$ cat src/rtl/onehot_mux_pipe.sv
// Pipelined one-hot selector with valid/ready handshake; malformed selects are dropped and counted.
// Define ONEHOT_MUX_SKID_EN for the two-entry skid implementation with a registered iReady.
module onehot_mux_pipe #(
    parameter int NUM_CH     = 8,
    parameter int DATA_WIDTH = 32,
    parameter int ERR_W      = 8
) (
    input  logic                         clk,
    input  logic                         rst,
    input  logic [NUM_CH*DATA_WIDTH-1:0] iData,
    input  logic [NUM_CH-1:0]            select,
    input  logic                         iValid,
    output logic                         iReady,
    output logic [DATA_WIDTH-1:0]        oData,
    output logic                         oValid,
    input  logic                         oReady,
    input  logic                         errClr,
    output logic                         oErr,
    output logic [ERR_W-1:0]             errCount
);

    localparam logic [NUM_CH-1:0] SEL_ONE = {{(NUM_CH-1){1'b0}}, 1'b1};
    localparam logic [ERR_W-1:0]  ERR_ONE = {{(ERR_W-1){1'b0}}, 1'b1};

    logic                  sel_ok;
    logic [DATA_WIDTH-1:0] sel_word;
    logic                  accept;
    logic                  good_acc;
    logic                  bad_acc;

    // Exactly one bit set: nonzero and clearing the lowest set bit leaves nothing.
    assign sel_ok = (select != '0) && ((select & (select - SEL_ONE)) == '0);

    always_comb begin
        sel_word = '0;
        for (int k = 0; k < NUM_CH; k++) begin
            if (select[k]) begin
                sel_word = sel_word | iData[k*DATA_WIDTH +: DATA_WIDTH];
            end
        end
    end

    assign accept   = iValid & iReady;
    assign good_acc = accept & sel_ok;
    assign bad_acc  = accept & ~sel_ok;

    logic             err_q, err_d;
    logic [ERR_W-1:0] err_cnt_q, err_cnt_d;

    always_comb begin
        err_d     = bad_acc;
        err_cnt_d = err_cnt_q;
        if (errClr) begin
            err_cnt_d = '0;
        end else if (bad_acc && (err_cnt_q != '1)) begin
            err_cnt_d = err_cnt_q + ERR_ONE;
        end
    end

    always_ff @(posedge clk or posedge rst) begin
        if (rst) begin
            err_q     <= 1'b0;
            err_cnt_q <= '0;
        end else begin
            err_q     <= err_d;
            err_cnt_q <= err_cnt_d;
        end
    end

    assign oErr     = err_q;
    assign errCount = err_cnt_q;

`ifdef ONEHOT_MUX_SKID_EN
    // state    | meaning
    // ST_EMPTY | nothing held, oValid=0
    // ST_BUSY  | output register loaded, skid slot empty
    // ST_FULL  | output register and skid slot loaded, iReady=0
    typedef enum logic [1:0] {ST_EMPTY, ST_BUSY, ST_FULL} state_t;

    state_t                state_q, state_d;
    logic [DATA_WIDTH-1:0] out_data_q, out_data_d;
    logic [DATA_WIDTH-1:0] skid_data_q, skid_data_d;
    logic                  ready_q, ready_d;

    always_comb begin
        state_d     = state_q;
        out_data_d  = out_data_q;
        skid_data_d = skid_data_q;
        case (state_q)
            ST_EMPTY: begin
                if (good_acc) begin
                    state_d    = ST_BUSY;
                    out_data_d = sel_word;
                end
            end
            ST_BUSY: begin
                if (good_acc && !oReady) begin
                    state_d     = ST_FULL;
                    skid_data_d = sel_word;
                end else if (good_acc) begin
                    out_data_d = sel_word;
                end else if (oReady) begin
                    state_d = ST_EMPTY;
                end
            end
            ST_FULL: begin
                if (oReady) begin
                    state_d    = ST_BUSY;
                    out_data_d = skid_data_q;
                end
            end
            default: state_d = ST_EMPTY;
        endcase
        // Registered from next state so oReady never reaches iReady combinationally.
        ready_d = (state_d != ST_FULL);
    end

    always_ff @(posedge clk or posedge rst) begin
        if (rst) begin
            state_q     <= ST_EMPTY;
            out_data_q  <= '0;
            skid_data_q <= '0;
            ready_q     <= 1'b1;
        end else begin
            state_q     <= state_d;
            out_data_q  <= out_data_d;
            skid_data_q <= skid_data_d;
            ready_q     <= ready_d;
        end
    end

    assign iReady = ready_q;
    assign oValid = (state_q != ST_EMPTY);
    assign oData  = out_data_q;
`else
    logic                  out_valid_q, out_valid_d;
    logic [DATA_WIDTH-1:0] out_data_q, out_data_d;

    always_comb begin
        out_valid_d = out_valid_q;
        out_data_d  = out_data_q;
        if (good_acc) begin
            out_valid_d = 1'b1;
            out_data_d  = sel_word;
        end else if (oReady) begin
            out_valid_d = 1'b0;
        end
    end

    always_ff @(posedge clk or posedge rst) begin
        if (rst) begin
            out_valid_q <= 1'b0;
            out_data_q  <= '0;
        end else begin
            out_valid_q <= out_valid_d;
            out_data_q  <= out_data_d;
        end
    end

    assign iReady = ~out_valid_q | oReady;
    assign oValid = out_valid_q;
    assign oData  = out_data_q;
`endif

endmodule

$ cat config.mk
export PLATFORM = sky130hd
export DESIGN_NAME = onehot_mux_pipe
export DESIGN_NICKNAME = d
export VERILOG_FILES = /design/src/rtl/onehot_mux_pipe.sv
export SDC_FILE = /design/constraint.sdc
export NUM_CORES = 1
export LEC_CHECK = 0
export ABC_CLOCK_PERIOD_IN_PS = 2100
export CAP_MARGIN = 40
export CELL_PAD_IN_SITES_DETAIL_PLACEMENT = 1
export CELL_PAD_IN_SITES_GLOBAL_PLACEMENT = 1
export CORE_UTILIZATION = 20
export DETAILED_ROUTE_END_ITERATION = 10
export PLACE_DENSITY_LB_ADDON = 0.1
export SLEW_MARGIN = 20
export SYNTH_ARGS = -nofsm -noshare
export SYNTH_HDL_FRONTEND = slang
export SYNTH_SLANG_ARGS = --single-unit
$ cat constraint.sdc
create_clock -name clk -period 2.1 [get_ports clk]
set_clock_uncertainty 0.2 [all_clocks]
set_input_delay 0.42 -clock clk [delete_from_list [all_inputs] [get_ports clk]]
set_output_delay 0.42 -clock clk [all_outputs]
set_load 0.01 [all_outputs]
==> report_table.html, run 1 <==
<table>
<tr><th>Metric</th><th>Value</th></tr>
<tr><th colspan="2">Pwr</th></tr>
<tr><td>Leakage component of the power</td><td>2.70 nW</td></tr>
<tr><td>Switching power</td><td>1.09 mW</td></tr>
<tr><td>Cell Pwr Density</td><td>549 nW/um2</td></tr>
<tr><td>Proportion of power drawn by flip-flops and latches</td><td>0.311</td></tr>
<tr><td>Internal power of the cells</td><td>2.65 mW</td></tr>
<tr><td>Net switching share of the total power</td><td>0.291</td></tr>
<tr><td>Power share of the clock group</td><td>0.199</td></tr>
<tr><td>Max VDD drop</td><td>358 uV</td></tr>
<tr><td>Combinational power share</td><td>0.490</td></tr>
<tr><th colspan="2">Detailed routing</th></tr>
<tr><td>Per-cell routed wire length</td><td>23.7 um</td></tr>
<tr><td>Vias per cell</td><td>5.20</td></tr>
<tr><td>Number of violations reported at the end of detailed-routing iteration 0</td><td>194</td></tr>
<tr><td>Detailed-route DRC error count</td><td>0</td></tr>
<tr><td>WL met3</td><td>1320 um</td></tr>
<tr><td>TritonRoute pass-1 iters</td><td>4</td></tr>
<tr><td>Metal2 WL</td><td>10,000 um</td></tr>
<tr><td>Post-Route WL</td><td>19,500 um</td></tr>
<tr><td>Met1 WL</td><td>7640 um</td></tr>
<tr><td>Detail Route Antenna Nets</td><td>0</td></tr>
<tr><td>Top layer in use</td><td>met4</td></tr>
<tr><td>Routed vias</td><td>4,292</td></tr>
<tr><th colspan="2">Floorplanning</th></tr>
<tr><td>Placement Rows</td><td>45</td></tr>
<tr><td>Overall die height</td><td>127 um</td></tr>
<tr><td>Chip width</td><td>127 um</td></tr>
<tr><td>Core area</td><td>15,200 um2</td></tr>
<tr><td>Starting utilization of the core area</td><td>0.205</td></tr>
<tr><td>Full die area</td><td>16,100 um2</td></tr>
<tr><td>I/O Pins</td><td>312</td></tr>
<tr><th colspan="2">Clock tree</th></tr>
<tr><td>Max Buffers Root-to-Sink</td><td>2</td></tr>
<tr><td>Clock insertion delay at the later pin of the skew report</td><td>0.28 ns</td></tr>
<tr><td>Number of levels in the clock H-tree</td><td>2</td></tr>
<tr><td>Clock Pin Slew Worst Setup and Hold Paths</td><td>0.06 ns</td></tr>
<tr><td>Number of CTS-inserted buffers</td><td>5</td></tr>
<tr><td>Hold-fix buffers at CTS</td><td>0</td></tr>
<tr><td>Root Buffer</td><td>sky130_fd_sc_hd__clkbuf_16</td></tr>
<tr><td>Number of sinks driven by the clock tree</td><td>42</td></tr>
<tr><td>Clock tree from TritonCTS</td><td>built</td></tr>
<tr><th colspan="2">STA</th></tr>
<tr><td>Post-layout min period</td><td>2.04 ns</td></tr>
<tr><td>Slew margin rel.</td><td>0.686</td></tr>
<tr><td>Worst Setup Slack, final</td><td>0.0621 ns</td></tr>
<tr><td>Max Fclk</td><td>491 MHz</td></tr>
<tr><td>Total count of hold-check failures in the final report</td><td>0</td></tr>
<tr><td>Sum of negative setup slack</td><td>0 ns</td></tr>
<tr><td>Tcrit/Tclk final</td><td>0.970</td></tr>
<tr><td>Final Max Slew Viols</td><td>0</td></tr>
<tr><td>Final Setup Violations</td><td>0</td></tr>
<tr><td>Worst-margin pin slew</td><td>0.471 ns</td></tr>
<tr><th colspan="2">Cells and area</th></tr>
<tr><td>Number of fill cells in the layout</td><td>1,674</td></tr>
<tr><td>Finished Layout Cells</td><td>826</td></tr>
<tr><td>Final core area utilization</td><td>0.448</td></tr>
<tr><td>Number of nets in the layout</td><td>907</td></tr>
<tr><td>Ant. Diodes</td><td>0</td></tr>
<tr><td>Fraction of layout cells with a size suffix above 1</td><td>0.139</td></tr>
<tr><td>Finished Cell Area</td><td>6810 um2</td></tr>
<tr><td>Syn-to-layout area delta</td><td>119%</td></tr>
<tr><th colspan="2">Logic synthesis</th></tr>
<tr><td>Dominant cells by area after synthesis</td><td>sky130_fd_sc_hd__dfrtp_1 34%, sky130_fd_sc_hd__a22oi_1 31%, sky130_fd_sc_hd__mux2_2 11%</td></tr>
<tr><td>Total of warnings raised by yosys</td><td>0</td></tr>
<tr><td>Most frequent cell after synthesis</td><td>sky130_fd_sc_hd__a22oi_1</td></tr>
<tr><td>Cell accounting for the most synthesized area</td><td>sky130_fd_sc_hd__dfrtp_1</td></tr>
<tr><td>List of most frequent post-synthesis cells</td><td>128 x sky130_fd_sc_hd__a22oi_1, 42 x sky130_fd_sc_hd__dfrtp_1, 33 x sky130_fd_sc_hd__nand4_1</td></tr>
<tr><td>Share of the synthesized area in the top cell type</td><td>0.338</td></tr>
<tr><td>Distinct cell type count after synthesis</td><td>35</td></tr>
<tr><td>Number of synthesized flops with an enable pin</td><td>0</td></tr>
<tr><td>Net Count, Synth</td><td>598</td></tr>
<tr><td>Share of synthesized area occupied by flip-flops and latches</td><td>0.338</td></tr>
<tr><td>Synthesized area per cell</td><td>9.49 um2</td></tr>
<tr><td>Mapped Cells</td><td>328</td></tr>
<tr><td>Ys async rst share</td><td>1.00</td></tr>
<tr><td>Post-synth design cell area</td><td>3110 um2</td></tr>
<tr><td>Leading register cell type out of synthesis</td><td>sky130_fd_sc_hd__dfrtp_1</td></tr>
<tr><td>Post-synthesis register bit count</td><td>42</td></tr>
<tr><th colspan="2">Setup path</th></tr>
<tr><td>Critical Path, Cell by Cell</td><td>buf_2 &gt; nor4_4 &gt; buf_4 &gt; nand4b_1 &gt; and4_4 &gt; nand2_2 &gt; nand2_4 &gt; clkbuf_16 &gt; mux2_4</td></tr>
<tr><td>Kind of start point of the critical path</td><td>input pin</td></tr>
<tr><td>Stage delay of the slowest cell on the critical path</td><td>0.30 ns</td></tr>
<tr><td>Critical path required time</td><td>2.06 ns</td></tr>
<tr><td>Number of buffers and inverters on the critical path</td><td>3</td></tr>
<tr><td>Family with the most delay on the worst path</td><td>simple AND/OR/NAND/NOR gates</td></tr>
<tr><td>Maximum fanout encountered on the critical timing path</td><td>9</td></tr>
<tr><td>Crit. End Element</td><td>flip-flop</td></tr>
<tr><td>Data arrival time of the critical path</td><td>2.00 ns</td></tr>
<tr><td>CP max stage cell</td><td>sky130_fd_sc_hd__nor4_4</td></tr>
<tr><td>CP Class</td><td>in -&gt; reg</td></tr>
<tr><th colspan="2">GRT</th></tr>
<tr><td>Number of antenna violations at the first check in global routing</td><td>0</td></tr>
<tr><td>Global-route congestion overflow total</td><td>0</td></tr>
<tr><td>Maximum number of pins on one net before global-route repair</td><td>43</td></tr>
<tr><td>Global-route wire length before repair</td><td>28,400 um</td></tr>
<tr><td>Number of global-route vias before repair</td><td>4,774</td></tr>
<tr><td>Global router's overall resource usage</td><td>0.237</td></tr>
<tr><th colspan="2">Placed design</th></tr>
<tr><td>Number of buffers added on ports</td><td>311</td></tr>
<tr><td>DP Area</td><td>6590 um2</td></tr>
<tr><td>Pre-CTS setup slack</td><td>-0.304 ns</td></tr>
<tr><td>Placer Congestion</td><td>0.854</td></tr>
<tr><td>Post-DP HPWL</td><td>15,200 um</td></tr>
<tr><td>Total placed cells including tap cells</td><td>814</td></tr>
<tr><th colspan="2">Min path</th></tr>
<tr><td>Class of the worst hold path</td><td>in -&gt; async</td></tr>
<tr><th colspan="2">Outcome</th></tr>
<tr><td>Status</td><td>finished clean</td></tr>
<tr><th colspan="2">Flow run</th></tr>
<tr><td>Number of maximum-capacitance violations</td><td>0</td></tr>
</table>
==> power by group through the flow <==
stage	logic (mW)	registers [mW]	clock network (mW)
final	1.83	1.16	0.745
after global routing	1.94	1.20	0.819
after CTS	1.85	1.16	0.778
after detailed placement	1.84	1.17	0
after global placement	1.82	1.17	0
after floorplan	0.556	1.25	0
==> routing by layer <==
layer | track usage | vias up
li1 | - | 1984
met2 | 0.435 | 189
met3 | 0.0574 | 26
met5 | 0 | -
met1 | 0.268 | 2093
met4 | 0.0791 | 0
==> area by class of cell <==
class                   count  area, um2  area share
repair buffers            339       3340       0.490
multi-input cells         246       2030       0.298
flip-flops and latches     42       1050       0.154
well taps                 188        235      0.0345
clock buffers               6        129      0.0189
clock inverters             2       13.8     0.00202
inverters                   3       11.3     0.00165
==> state kept, by name (all words and copies together), names as in the netlist <==
name,cells
oErr,1
oData,32
errCount,8
oValid,1
==> path summary, 6_finish.rpt <==
path	startpoint	to	slack [ns]	cells after the start
setup / recovery	select[4]	oData[20]	0.06	9
hold / removal	rst	errCount[1]	0.30	3
setup reg to reg	errCount[0]	errCount[5]	0.16	5
hold reg to reg	oData[10]	oData[10]	0.31	1
max in group asynchronous	rst	oData[8]	1.19	3
min in group clk	oData[10]	oData[10]	0.31	1
==> tightest hold or removal path, stage by stage <==
cell	delay, ns
sky130_fd_sc_hd__clkdlybuf4s50_1	0.42
sky130_fd_sc_hd__inv_2	0.07
sky130_fd_sc_hd__buf_12	0.24
==> logic make-up after synthesis <==
group / share of synthesized area
compound gates: 0.348
flops: 0.338
fa+ha+maj: 0.00402
simple gates: 0.139
mux: 0.116
buf+inv: 0.0555
==> per-stage QoR <==
step / hold slack (ns) / total power, mW
global placement: 0.287 / 2.99
CTS: 0.308 / 3.79
detailed placement: 0.294 / 3.01
floorplan: 0.334 / 1.81
global route: 0.333 / 3.95
finish: 0.297 / 3.74
==> cell usage in the layout, fill, tap and decap left out, types with 4 or more instances in the layout <==
cell,Yosys,layout
sky130_fd_sc_hd__nand2_1,6,5
sky130_fd_sc_hd__dfrtp_1,42,42
sky130_fd_sc_hd__clkdlybuf4s50_1,0,302
sky130_fd_sc_hd__a22oi_1,128,128
sky130_fd_sc_hd__mux2_4,0,30
sky130_fd_sc_hd__nand4b_1,4,4
sky130_fd_sc_hd__buf_4,3,23
sky130_fd_sc_hd__clkbuf_16,0,6
sky130_fd_sc_hd__a21oi_1,7,6
sky130_fd_sc_hd__buf_2,3,8
sky130_fd_sc_hd__nor2_1,4,4
sky130_fd_sc_hd__nand4_1,33,33
==> repair_timing <==
action,CTS,global route
cloned,0,1
endpoints found under the setup margin,2,37
pin swaps,1,1
resized for setup,1,9
buffers inserted,1,2
No activity file was read; power rests on OpenSTA's default activity.
==> run 2: changes to the inputs <==
- CORE_MARGIN: default -> 3
- CTS_CLUSTER_DIAMETER: default -> 50
==> run 2 against run 1 <==
Clock power increased by 6.3%. Final cell count decreased by 0.48%. Die area increased by 6.4%. Sequential cell count unchanged. Sequential power about the same. Non-clock buffer count decreased by 1. Critical path depth unchanged. Core utilization increased by 0.77 points. Wire length about the same. Sequential share of layout area increased by 0.083 points.
==> report_table.html, run 2 (same netlist as run 1, synthesis figures left out) <==
<table>
<tr><th>Metric</th><th>Value</th></tr>
<tr><th colspan="2">Detailed routing</th></tr>
<tr><td>Vias per cell</td><td>5.21</td></tr>
<tr><td>Per-cell routed wire length</td><td>23.8 um</td></tr>
<tr><td>Post-Route WL</td><td>19,500 um</td></tr>
<tr><td>Detailed-route DRC error count</td><td>0</td></tr>
<tr><td>TritonRoute pass-1 iters</td><td>4</td></tr>
<tr><td>Routed vias</td><td>4,283</td></tr>
<tr><td>Number of violations reported at the end of detailed-routing iteration 0</td><td>209</td></tr>
<tr><td>Detail Route Antenna Nets</td><td>0</td></tr>
<tr><th colspan="2">Placed design</th></tr>
<tr><td>Post-DP HPWL</td><td>15,600 um</td></tr>
<tr><td>Total placed cells including tap cells</td><td>810</td></tr>
<tr><td>DP Area</td><td>6560 um2</td></tr>
<tr><td>Number of buffers added on ports</td><td>311</td></tr>
<tr><td>Placer Congestion</td><td>0.810</td></tr>
<tr><th colspan="2">Clock tree</th></tr>
<tr><td>Root Buffer</td><td>sky130_fd_sc_hd__clkbuf_16</td></tr>
<tr><td>Clock Pin Slew Worst Setup and Hold Paths</td><td>0.06 ns</td></tr>
<tr><td>Clock insertion delay at the later pin of the skew report</td><td>0.28 ns</td></tr>
<tr><td>Max Buffers Root-to-Sink</td><td>2</td></tr>
<tr><td>Clock tree from TritonCTS</td><td>built</td></tr>
<tr><td>Number of levels in the clock H-tree</td><td>2</td></tr>
<tr><td>Hold-fix buffers at CTS</td><td>0</td></tr>
<tr><td>Number of sinks driven by the clock tree</td><td>42</td></tr>
<tr><td>Number of CTS-inserted buffers</td><td>5</td></tr>
<tr><th colspan="2">Cells and area</th></tr>
<tr><td>Number of nets in the layout</td><td>906</td></tr>
<tr><td>Finished Layout Cells</td><td>822</td></tr>
<tr><td>Fraction of layout cells with a size suffix above 1</td><td>0.133</td></tr>
<tr><td>Largest register FFs</td><td>32</td></tr>
<tr><td>Most frequent standard cell in the layout excluding fill and tap cells</td><td>sky130_fd_sc_hd__clkdlybuf4s50_1</td></tr>
<tr><td>Finished Cell Area</td><td>6780 um2</td></tr>
<tr><td>Syn-to-layout area delta</td><td>118%</td></tr>
<tr><td>Sequential cell area</td><td>1050 um2</td></tr>
<tr><td>Number of fill cells in the layout</td><td>1,668</td></tr>
<tr><td>Commonest cells after routing, fill and taps aside</td><td>302 x sky130_fd_sc_hd__clkdlybuf4s50_1, 128 x sky130_fd_sc_hd__a22oi_1, 42 x sky130_fd_sc_hd__dfrtp_1</td></tr>
<tr><td>Final core area utilization</td><td>0.456</td></tr>
<tr><td>Total area of multi-input combinational cells</td><td>2020 um2</td></tr>
<tr><th colspan="2">GRT</th></tr>
<tr><td>Global router's overall resource usage</td><td>0.213</td></tr>
<tr><td>Number of antenna violations at the first check in global routing</td><td>0</td></tr>
<tr><td>Number of global-route vias before repair</td><td>4,769</td></tr>
<tr><td>Global-route congestion overflow total</td><td>0</td></tr>
<tr><td>Maximum number of pins on one net before global-route repair</td><td>33</td></tr>
<tr><td>Global-route wire length before repair</td><td>27,700 um</td></tr>
<tr><th colspan="2">Min path</th></tr>
<tr><td>Class of the worst hold path</td><td>in -&gt; async</td></tr>
<tr><th colspan="2">Floorplanning</th></tr>
<tr><td>Full die area</td><td>17,100 um2</td></tr>
<tr><td>Overall die height</td><td>131 um</td></tr>
<tr><td>Placement Rows</td><td>44</td></tr>
<tr><td>I/O Pins</td><td>312</td></tr>
<tr><td>Chip width</td><td>131 um</td></tr>
<tr><td>Core area</td><td>14,900 um2</td></tr>
<tr><td>Starting utilization of the core area</td><td>0.209</td></tr>
<tr><th colspan="2">Flow run</th></tr>
<tr><td>Number of maximum-capacitance violations</td><td>0</td></tr>
<tr><th colspan="2">Pwr</th></tr>
<tr><td>Cell Pwr Density</td><td>558 nW/um2</td></tr>
<tr><td>Max VDD drop</td><td>248 uV</td></tr>
<tr><td>Leakage component of the power</td><td>2.69 nW</td></tr>
<tr><td>Post-layout total power</td><td>3.78 mW</td></tr>
<tr><th colspan="2">STA</th></tr>
<tr><td>Final Setup Violations</td><td>0</td></tr>
<tr><td>Final hold slack</td><td>0.292 ns</td></tr>
<tr><td>Tcrit/Tclk final</td><td>0.951</td></tr>
<tr><td>RSZ-0062 raised after global routing</td><td>no</td></tr>
<tr><td>Slew margin rel.</td><td>0.675</td></tr>
<tr><td>Total count of hold-check failures in the final report</td><td>0</td></tr>
<tr><td>Max Fclk</td><td>501 MHz</td></tr>
<tr><td>Post-layout min period</td><td>2.00 ns</td></tr>
<tr><td>Final Max Slew Viols</td><td>0</td></tr>
<tr><td>Worst-margin pin slew</td><td>0.488 ns</td></tr>
<tr><th colspan="2">Setup path</th></tr>
<tr><td>Data arrival time of the critical path</td><td>1.96 ns</td></tr>
<tr><td>Startpoint of the lowest-slack register-to-register path</td><td>errCount[0]</td></tr>
<tr><td>Critical register-to-register path endpoint</td><td>errCount[5]</td></tr>
<tr><td>Register-to-register path setup slack</td><td>0.19 ns</td></tr>
<tr><td>Maximum fanout encountered on the critical timing path</td><td>13</td></tr>
<tr><td>Critical path required time</td><td>2.07 ns</td></tr>
<tr><td>Kind of start point of the critical path</td><td>input pin</td></tr>
<tr><td>Crit. End Element</td><td>flip-flop</td></tr>
<tr><td>CP Class</td><td>in -&gt; reg</td></tr>
<tr><td>Logic depth of the worst register-to-register path</td><td>5</td></tr>
<tr><th colspan="2">Outcome</th></tr>
<tr><td>Status</td><td>finished clean</td></tr>
</table>
## run 2: cell count changes in the layout (fill, tap and decap cells not counted), sizes merged
cell and change:
buf -2, clkinvlp +1, clkbuf +1, clkinv -1, diode +1
## run 2: how the worst max path moves through the flow
stage	start	end	slack [ns]	cells after the start
final	select[0]	oData[4]	0.10	9
after global routing	select[0]	oData[8]	0.02	9
after CTS	select[4]	oData[23]	-0.0009	8
after detailed placement	select[4]	oData[4]	-0.29	8
after global placement	select[4]	oData[12]	-0.25	8
after floorplan	select[4]	oData[0]	-0.12	8
## run 2: layer usage
metal | GRT usage | vias up | part of all wire
li1 | - | 1982 | -
met1 | 0.250 | 2102 | 0.39
met2 | 0.391 | 187 | 0.52
met3 | 0.0553 | 12 | 0.078
met4 | 0.0405 | 0 | 0.011
met5 | 0 | - | 0
## run 2: power breakdown
part           leakage, nW  total [mW]  switching, mW  internal (mW)
Clock               0.0729       0.792          0.321          0.471
Sequential           0.504        1.17          0.143           1.03
Combinational         2.12        1.82          0.635           1.19
Total                 2.69        3.78           1.10           2.68
## run 2: cell type report
class | instances | area share
timing repair buffer | 338 | 0.489
multi-input combinational | 246 | 0.298
sequential | 42 | 0.155
tap | 184 | 0.0340
clock buffer | 6 | 0.0205
clock inverter | 2 | 0.00185
inverter | 3 | 0.00166
antenna | 1 | 0.000369
## run 2: repair_timing
item	CTS	global route
endpoints found under the setup margin	2	38
buffers inserted	0	2
cloned	0	1
resized for setup	1	7
pin swaps	0	3
## run 2: critical path: stages
cell and delay [ns]:
sky130_fd_sc_hd__buf_2 0.13, sky130_fd_sc_hd__nor4_4 0.27, sky130_fd_sc_hd__buf_4 0.16, sky130_fd_sc_hd__nand4b_1 0.10
sky130_fd_sc_hd__and4_4 0.21, sky130_fd_sc_hd__nand2_2 0.09, sky130_fd_sc_hd__nand2_4 0.08, sky130_fd_sc_hd__clkbuf_16 0.19
sky130_fd_sc_hd__mux2_4 0.30
## run 2: stage by stage
stage / TNS [ns] / setup slack [ns]
after floorplan: -3.52 / -0.115
after global placement: -8.31 / -0.246
after CTS: -0.000915 / -0.000915
after global routing: 0 / 0.0201
final: 0 / 0.102
after detailed placement: -10.12 / -0.293
==> run 3: changes to the inputs <==
- CORE_MARGIN: 3 -> 2
- CTS_CLUSTER_SIZE: default -> 24
==> run 3 against run 2 <==
Wire length rose by 2.2%. Final area rose by 1.8%. Clock power fell by 3.3%.
==> report_table.html, run 3 (same netlist as run 1, synthesis figures left out) <==
<table>
<tr><th>Metric</th><th>Value</th></tr>
<tr><th colspan="2">Setup path</th></tr>
<tr><td>Crit. End Element</td><td>flip-flop</td></tr>
<tr><td>Critical path required time</td><td>2.06 ns</td></tr>
<tr><td>CP Class</td><td>in -&gt; reg</td></tr>
<tr><td>Maximum fanout encountered on the critical timing path</td><td>5</td></tr>
<tr><td>Kind of start point of the critical path</td><td>input pin</td></tr>
<tr><td>Data arrival time of the critical path</td><td>2.03 ns</td></tr>
<tr><th colspan="2">GRT</th></tr>
<tr><td>Global-route wire length before repair</td><td>28,100 um</td></tr>
<tr><td>Global router's overall resource usage</td><td>0.228</td></tr>
<tr><td>Maximum number of pins on one net before global-route repair</td><td>33</td></tr>
<tr><td>Number of global-route vias before repair</td><td>4,731</td></tr>
<tr><td>Global-route congestion overflow total</td><td>0</td></tr>
<tr><td>Number of antenna violations at the first check in global routing</td><td>0</td></tr>
<tr><th colspan="2">Detailed routing</th></tr>
<tr><td>Vias per cell</td><td>5.20</td></tr>
<tr><td>Detail Route Antenna Nets</td><td>0</td></tr>
<tr><td>Top layer in use</td><td>met4</td></tr>
<tr><td>Post-Route WL</td><td>20,000 um</td></tr>
<tr><td>Detailed-route DRC error count</td><td>0</td></tr>
<tr><td>TritonRoute pass-1 iters</td><td>4</td></tr>
<tr><td>Number of violations reported at the end of detailed-routing iteration 0</td><td>150</td></tr>
<tr><td>Metal2 WL</td><td>10,700 um</td></tr>
<tr><td>Per-cell routed wire length</td><td>24.1 um</td></tr>
<tr><td>Routed vias</td><td>4,313</td></tr>
<tr><td>WL met3</td><td>1460 um</td></tr>
<tr><td>Met1 WL</td><td>7460 um</td></tr>
<tr><th colspan="2">Floorplanning</th></tr>
<tr><td>Chip width</td><td>129 um</td></tr>
<tr><td>I/O Pins</td><td>312</td></tr>
<tr><td>Core area</td><td>15,200 um2</td></tr>
<tr><td>Placement Rows</td><td>45</td></tr>
<tr><td>Starting utilization of the core area</td><td>0.205</td></tr>
<tr><td>Overall die height</td><td>129 um</td></tr>
<tr><td>Full die area</td><td>16,600 um2</td></tr>
<tr><th colspan="2">STA</th></tr>
<tr><td>Worst-margin pin slew</td><td>0.499 ns</td></tr>
<tr><td>Final Max Slew Viols</td><td>0</td></tr>
<tr><td>Max Fclk</td><td>484 MHz</td></tr>
<tr><td>Final Setup Violations</td><td>0</td></tr>
<tr><td>Post-layout min period</td><td>2.07 ns</td></tr>
<tr><td>Tcrit/Tclk final</td><td>0.983</td></tr>
<tr><td>Total count of hold-check failures in the final report</td><td>0</td></tr>
<tr><td>RSZ-0062 raised after global routing</td><td>yes</td></tr>
<tr><td>Slew margin rel.</td><td>0.667</td></tr>
<tr><td>Sum of negative setup slack</td><td>0 ns</td></tr>
<tr><th colspan="2">Pwr</th></tr>
<tr><td>Leakage component of the power</td><td>2.73 nW</td></tr>
<tr><td>Cell Pwr Density</td><td>546 nW/um2</td></tr>
<tr><td>Max VDD drop</td><td>242 uV</td></tr>
<tr><th colspan="2">Placed design</th></tr>
<tr><td>Number of buffers added on ports</td><td>311</td></tr>
<tr><td>Post-DP HPWL</td><td>15,500 um</td></tr>
<tr><td>Placer Congestion</td><td>0.876</td></tr>
<tr><th colspan="2">Clock tree</th></tr>
<tr><td>Clock tree from TritonCTS</td><td>built</td></tr>
<tr><td>Number of levels in the clock H-tree</td><td>2</td></tr>
<tr><td>Number of sinks driven by the clock tree</td><td>42</td></tr>
<tr><td>Clock insertion delay at the later pin of the skew report</td><td>0.28 ns</td></tr>
<tr><td>Hold-fix buffers at CTS</td><td>0</td></tr>
<tr><td>Max Buffers Root-to-Sink</td><td>2</td></tr>
<tr><td>Number of CTS-inserted buffers</td><td>5</td></tr>
<tr><td>Root Buffer</td><td>sky130_fd_sc_hd__clkbuf_16</td></tr>
<tr><td>Clock Pin Slew Worst Setup and Hold Paths</td><td>0.07 ns</td></tr>
<tr><th colspan="2">Min path</th></tr>
<tr><td>Class of the worst hold path</td><td>in -&gt; async</td></tr>
<tr><th colspan="2">Cells and area</th></tr>
<tr><td>Largest register FFs</td><td>32</td></tr>
<tr><td>Commonest cells after routing, fill and taps aside</td><td>302 x sky130_fd_sc_hd__clkdlybuf4s50_1, 128 x sky130_fd_sc_hd__a22oi_1, 42 x sky130_fd_sc_hd__dfrtp_1</td></tr>
<tr><td>Most frequent standard cell in the layout excluding fill and tap cells</td><td>sky130_fd_sc_hd__clkdlybuf4s50_1</td></tr>
<tr><td>Number of fill cells in the layout</td><td>1,724</td></tr>
<tr><td>Fraction of layout cells with a size suffix above 1</td><td>0.137</td></tr>
<tr><td>Syn-to-layout area delta</td><td>122%</td></tr>
<tr><td>Total area of multi-input combinational cells</td><td>2040 um2</td></tr>
<tr><td>Sequential cell area</td><td>1050 um2</td></tr>
<tr><td>Final core area utilization</td><td>0.454</td></tr>
<tr><td>Ant. Diodes</td><td>0</td></tr>
<tr><td>Number of nets in the layout</td><td>910</td></tr>
<tr><th colspan="2">Outcome</th></tr>
<tr><td>Status</td><td>finished clean</td></tr>
<tr><th colspan="2">Flow run</th></tr>
<tr><td>Number of maximum-capacitance violations</td><td>0</td></tr>
</table>
-- run 3: layout make-up --
class	instances	share of cell area
well taps	188	0.0341
repair buffers	341	0.494
flip-flops and latches	42	0.152
clock buffers	5	0.0181
inverters	3	0.00163
multi-input cells	247	0.296
clock inverters	3	0.00308
-- run 3: report_power, final --
group	internal [mW]	leakage (nW)	total (mW)	switching [mW]
clock network	0.440	0.0698	0.766	0.326
registers	1.03	0.504	1.17	0.139
logic	1.19	2.16	1.83	0.639
total	2.66	2.73	3.76	1.10
-- run 3: layer usage --
metal  global-route usage  up-vias
met4               0.0518        0
li1                     -     1990
met1                0.249     2107
met2                0.439      202
met3               0.0578       14
met5                    0        -
-- run 3: path summary, 6_finish.rpt --
path / start / endpoint / depth (start not counted) / slack [ns]
min in group clk: oData[15] / oData[15] / 1 / 0.31
hold / removal: rst / oErr / 2 / 0.22
hold reg to reg: oData[15] / oData[15] / 1 / 0.31
setup / recovery: select[4] / oData[31] / 9 / 0.03
max in group asynchronous: rst / oData[16] / 3 / 1.00
setup reg to reg: errCount[0] / errCount[7] / 5 / 0.18
-- run 3: worst max-delay path, stage by stage --
cell	delay [ns]
sky130_fd_sc_hd__buf_8	0.10
sky130_fd_sc_hd__nor4_4	0.36
sky130_fd_sc_hd__buf_4	0.18
sky130_fd_sc_hd__nand4b_1	0.09
sky130_fd_sc_hd__and4_4	0.21
sky130_fd_sc_hd__nand2_4	0.10
sky130_fd_sc_hd__nand2_8	0.09
sky130_fd_sc_hd__clkbuf_16	0.18
sky130_fd_sc_hd__mux2_4	0.29
-- run 3: per-stage QoR --
| stage | worst slack, ns | power [mW] | hold slack, ns | instances | cell area, um2 |
|---|---|---|---|---|---|
| after floorplan | -0.115 | 1.81 | 0.334 | 328 | 3260 |
| after global placement | -0.352 | 2.98 | 0.290 | 812 | 6580 |
| after detailed placement | -0.427 | 3.00 | 0.295 | 812 | 6580 |
| after CTS | 0.0144 | 3.80 | 0.229 | 822 | 6770 |
| after global routing | -0.0274 | 3.97 | 0.242 | 829 | 6900 |
| final | 0.0349 | 3.76 | 0.217 | 829 | 6900 |
-- run 3: repair_timing --
item | 4_1_cts | 5_1_grt
pin swaps | 5 | 4
endpoints found under the setup margin | 39 | 38
cloned | 1 | 3
endpoints found under the hold margin | 0 | 0
buffers inserted | 1 | 4
resized for setup | 7 | 9
